**config.mk**
```make
export PLATFORM = sky130hd
export DESIGN_NAME = alu_cmd_sequencer
export DESIGN_NICKNAME = d
export VERILOG_FILES = /design/src/rtl/alu_cmd_sequencer.sv
export SDC_FILE = /design/constraint.sdc
export NUM_CORES = 1
export LEC_CHECK = 0
export ABC_CLOCK_PERIOD_IN_PS = 4300
export BUFFER_PORTS_ARGS = -buffer_cell sky130_fd_sc_hd__buf_4
export CORE_MARGIN = 5
export CORE_UTILIZATION = 35
export CTS_CLUSTER_DIAMETER = 150
export DETAILED_ROUTE_END_ITERATION = 7
export GPL_ROUTABILITY_DRIVEN = 0
export PLACE_DENSITY = 0.61
export SYNTH_ARGS = -nofsm -noshare
export SYNTH_HDL_FRONTEND = slang
export SYNTH_SLANG_ARGS = --single-unit
export TNS_END_PERCENT = 50
```
**constraint.sdc**
```tcl
create_clock -name clk -period 4.3 [get_ports clk]
set_clock_uncertainty 0.2 [all_clocks]
set_input_delay 0.43 -clock clk [delete_from_list [all_inputs] [get_ports clk]]
set_output_delay 0.43 -clock clk [all_outputs]
set_load 0.02 [all_outputs]
```
**src/rtl/alu_cmd_sequencer.sv**
```systemverilog
// alu_cmd_sequencer: queues ALU commands, runs each against an external ALU using a 4-entry regfile, returns results.
// Define ALU_XCHECK_EN to flag ALU outputs whose Zero/SLT flags disagree with the result.
module alu_cmd_sequencer #(
    parameter int DATA_W     = 4,
    parameter int FIFO_DEPTH = 4
) (
    input  logic              clk,
    input  logic              rst_n,
    input  logic              cmd_valid,
    output logic              cmd_ready,
    input  logic [2:0]        cmd_op,
    input  logic [1:0]        cmd_rd,
    input  logic [1:0]        cmd_rs1,
    input  logic [1:0]        cmd_rs2,
    input  logic [DATA_W-1:0] cmd_imm,
    output logic [DATA_W-1:0] alu_a,
    output logic [DATA_W-1:0] alu_b,
    output logic [2:0]        alu_opcode,
    input  logic [DATA_W-1:0] alu_result,
    input  logic              alu_slt,
    input  logic              alu_zero,
    output logic              rsp_valid,
    input  logic              rsp_ready,
    output logic [DATA_W-1:0] rsp_result,
    output logic              rsp_slt,
    output logic              rsp_zero,
    output logic              rsp_err
);
    localparam int AW = $clog2(FIFO_DEPTH);
    localparam int CW = DATA_W + 9;
    localparam logic [2:0] OP_SLT   = 3'b101;
    localparam logic [2:0] OP_LOADI = 3'b110;
    localparam logic [2:0] OP_ILL   = 3'b111;

    typedef enum logic [1:0] {IDLE, EXEC, RESP} state_t;

    state_t            state;
    logic [CW-1:0]     fifo_mem [FIFO_DEPTH];
    logic [AW:0]       wr_ptr, rd_ptr;
    logic [CW-1:0]     head;
    logic [2:0]        h_op;
    logic [1:0]        h_rd, h_rs1, h_rs2;
    logic [DATA_W-1:0] h_imm;
    logic              push, pop, empty;
    logic [DATA_W-1:0] rf [4];
    logic [2:0]        cur_op;
    logic [1:0]        cur_rd;
    logic [DATA_W-1:0] cur_imm;
    logic              is_load, is_ill, x_err;

    assign empty     = wr_ptr == rd_ptr;
    assign cmd_ready = !(wr_ptr[AW] != rd_ptr[AW] && wr_ptr[AW-1:0] == rd_ptr[AW-1:0]);
    assign push      = cmd_valid && cmd_ready;
    assign pop       = state == IDLE && !empty;
    assign head      = fifo_mem[rd_ptr[AW-1:0]];
    assign h_op      = head[CW-1 -: 3];
    assign h_rd      = head[CW-4 -: 2];
    assign h_rs1     = head[CW-6 -: 2];
    assign h_rs2     = head[CW-8 -: 2];
    assign h_imm     = head[DATA_W-1:0];
    assign is_load   = cur_op == OP_LOADI;
    assign is_ill    = cur_op == OP_ILL;

`ifdef ALU_XCHECK_EN
    assign x_err = !is_load && !is_ill &&
                   ((alu_zero != (alu_result == '0)) ||
                    (cur_op == OP_SLT ? (alu_slt != alu_result[0] || alu_result[DATA_W-1:1] != '0) : alu_slt));
`else
    assign x_err = 1'b0;
`endif

    always_ff @(posedge clk) begin
        if (push) fifo_mem[wr_ptr[AW-1:0]] <= {cmd_op, cmd_rd, cmd_rs1, cmd_rs2, cmd_imm};
    end

    // Operands are latched at pop; the previous write-back always lands first since RESP separates EXECs.
    always_ff @(posedge clk or negedge rst_n) begin
        if (!rst_n) begin
            state      <= IDLE;
            wr_ptr     <= '0;
            rd_ptr     <= '0;
            cur_op     <= '0;
            cur_rd     <= '0;
            cur_imm    <= '0;
            alu_a      <= '0;
            alu_b      <= '0;
            alu_opcode <= '0;
            rsp_valid  <= 1'b0;
            rsp_result <= '0;
            rsp_slt    <= 1'b0;
            rsp_zero   <= 1'b0;
            rsp_err    <= 1'b0;
            for (int i = 0; i < 4; i++) rf[i] <= '0;
        end else begin
            if (push) wr_ptr <= wr_ptr + (AW+1)'(1);
            if (pop) rd_ptr <= rd_ptr + (AW+1)'(1);
            case (state)
                IDLE: if (pop) begin
                    cur_op     <= h_op;
                    cur_rd     <= h_rd;
                    cur_imm    <= h_imm;
                    alu_a      <= rf[h_rs1];
                    alu_b      <= rf[h_rs2];
                    alu_opcode <= h_op;
                    state      <= EXEC;
                end
                EXEC: begin
                    rsp_valid  <= 1'b1;
                    rsp_result <= is_ill ? '0 : is_load ? cur_imm : alu_result;
                    rsp_slt    <= is_ill || is_load ? 1'b0 : alu_slt;
                    rsp_zero   <= is_ill ? 1'b0 : is_load ? cur_imm == '0 : alu_zero;
                    rsp_err    <= is_ill || x_err;
                    if (!is_ill) rf[cur_rd] <= is_load ? cur_imm : alu_result;
                    state      <= RESP;
                end
                RESP: if (rsp_ready) begin
                    rsp_valid <= 1'b0;
                    state     <= IDLE;
                end
                default: state <= IDLE;
            endcase
        end
    end
endmodule
```
==> impl_metrics.csv <==
group,metric,value,unit
worst_setup_path,crit_required,4070,ps
cells_and_area,fin_nets,321,
yosys,async_flop_share,48.5,%
yosys,syn_nets,275,
worst_setup_path,critical_path.max_fanout,16,
grt,busiest_layer,"met2",
yosys,ys_seq_area_share,65.5,%
floorplan,core_area,12000,µm²
power_and_ir_drop,power,3.97,mW
grt,grt_pass1_vias,2351,
timing,fmax,0.371,GHz
route,ant_nets,0,
placement,dp_hpwl,5310,µm
grt,grt_max_degree,50,
yosys,syn_area,4260,µm²
timing,drv_slew,0,
cells_and_area,final_common_cell,"edfxtp_1",
yosys,yosys.area.top_type,"edfxtp_1",
yosys,synth_compound_area_share,3.88,%
cts,ctsResizeCount,0,
timing,setup_violations,0,
timing,finalCritPeriodShare,62.7,%
grt,met2_usage,18.5,%
grt,grt_use_met1,15.0,%
timing,rsz0062_at_grt,"no",
route,dr.pass1.iters,4,
outcome,status,"complete, no violations",
route,routed_wl,7720,µm
yosys,syn_area_per_cell,17.2,µm²
grt,gr-usage-all-layers,11.3,%
cells_and_area,syn_to_final_growth,16.8,%
route,drtIter0Drc,100,
cts,root_buffer,"clkbuf_16",
cells_and_area,drive_above_1_share,37.6,%
yosys,synth_fa_ha_area_share,1.47,%
yosys,synth_top_family_by_area,"multiplexers",
worst_setup_path,r2r_slack,1600,ps
worst_setup_path,crit_type,"reg -> reg",
yosys,synthCells,247,
cts,clock_latency,340,ps
grt,grt_use_met3,3.23,%
grt,grt-ovfl-total,0,
cells_and_area,final_cell_mix,"52 x edfxtp_1, 49 x dfrtp_1, 44 x buf_4",
timing,slew_headroom,46.0,%
yosys,synth_mux_area_share,21.6,%
yosys,synth_cell_types,29,
cts,clk_pin_slew,70,ps
yosys,yosysTopAreaCellShare,36.7,%
floorplan,rows,40,
placement,place.port_buffers,42,
grt,grt_pass1_wl,12700,µm
floorplan,die_w,120,µm
worst_setup_path,cp.arrival,2470,ps
yosys,synth-simple-area-share,3.32,%
floorplan,io_pins,43,
timing,fin_crit,2700,ps
timing,tightestPinTransition,809,ps
yosys,synth_xor_area_share,1.65,%
floorplan,initial_core_util,35.6,%
yosys,synthTopCellsByArea,"edfxtp_1 37%, dfrtp_1 29%, mux2_2 7.4%",
cells_and_area,antenna_cells,0,
yosys,yosys_warnings,0,
timing,final.setup.tns,0,ps
cts,cts_tree,"built",
power_and_ir_drop,ir_drop,0.379,mV
power_and_ir_drop,p_per_area,799,nW/µm²
route,vias,2150,
cts,cts_max_path_buffers,2,
route,routed_via_density,4.83,
worst_setup_path,worstSetupEndpointType,"register",
cts,htreeDepth,3,
grt,antenna_found_initial,0,
timing,finalHoldViolCount,0,
route,wire_per_inst,17.4,µm
floorplan,dieArea,14500,µm²
yosys,synth_seq_cells,101,
min_path,min_path_type,"in -> reg",
yosys,synth_edf_count,52,
route,drc,0,
cells_and_area,fillCellCount,1077,
floorplan,die_y,120,µm
cts,cts_inserted_buffers,9,
cts,cts.sinks,101,
yosys,ys.flop_type,"edfxtp_1",
run,cap_violations,0,
power_and_ir_drop,total_leakage_power,1.99,nW
worst_setup_path,worstSetupStartpointType,"register",
[cell families after synthesis]
logic type / count (synthesis)
compound gates: 24
xor+xnor: 8
fa+ha+maj: 5
buf+inv: 17
flops: 101
mux: 67
simple gates: 25
[layer usage]
layer | wire length, µm | part of all wire (%)
met1 | 3550 | 46
met2 | 3810 | 49
met3 | 298 | 3.9
met4 | 70 | 0.91
met5 | 0 | 0
[power by group]
part,switching (mW),internal [mW],total [mW]
sequential,0.252,1.38,1.64
combinational,0.766,0.835,1.60
clock,0.343,0.393,0.736
total,1.36,2.61,3.97
[worst max-delay path, cell delays in order (launching register included)]
cell and delay, ps:
dfrtp_1 790, xnor2_1 230, a31oi_1 450, and2_1 660
[metrics by stage]
| step | instance area, µm² | cells | hold slack [ps] | setup slack [ps] | util [%] |
|---|---|---|---|---|---|
| after detailed placement | 4690 | 428 | 284 | 1590 | 39.2 |
| final | 4970 | 445 | 91.1 | 1600 | 41.6 |
| after CTS | 4970 | 445 | 85.7 | 1560 | 41.6 |
| after global placement | 4690 | 428 | 275 | 1630 | 39.2 |
| after floorplan | 4260 | 247 | -65.6 | 2240 | - |
| after global routing | 4970 | 445 | 76.8 | 1350 | 41.6 |
[final timing paths]
check | start | end | depth (start not counted)
hold reg to reg | alu_a[1] | alu_a[1] | 2
setup reg to reg | rd_ptr[1] | fifo_mem[3][9] | 3
hold / removal | cmd_op[0] | fifo_mem[1][10] | 1
min in group asynchronous | rst_n | alu_b[2] | 2
setup / recovery | rd_ptr[1] | fifo_mem[3][9] | 3
max in group asynchronous | rst_n | cur_op[2] | 2
[synthesized netlist by cell type (2+ instances only)]
cell and count:
buf_6 5, mux2_4 10, dfrtp_1 49, xor2_1 3
o21ai_0 3, a22o_1 6, a21oi_1 4, ha_1 5
nand2_1 11, mux2_2 28, mux4_2 13, edfxtp_1 52
and2_1 4, buf_4 2, nand3b_1 3, inv_1 7
nand2b_1 2, mux2i_1 16, xnor2_1 5, o21ai_1 8
nand3_1 2, buf_2 2
[layout make-up]
class	count	area (µm²)	share of cell area [%]
clock buffer	9	225	4.53
clock inverter	7	50.0	1.01
inverter	7	26.3	0.529
multi-input combinational	129	1360	27.3
sequential	101	2790	56.1
tap	147	184	3.70
timing repair buffer	45	340	6.85
[sequential cells by signal, indices dropped and copies added, names as in the netlist]
signal,cells
alu_b,4
state,2
wr_ptr,3
cur_op,3
fifo_mem,52
rsp_slt,1
rsp_err,1
rd_ptr,3
alu_a,4
rsp_zero,1
rsp_valid,1
rf,16
cur_rd,2
rsp_result,4
cur_imm,4
[what timing repair did]
item	in CTS	in global routing
hold buffers	1	0
buffers inserted	0	0
endpoints found under the hold margin	49	0
Note: power is estimated with default switching activity, not from simulation.
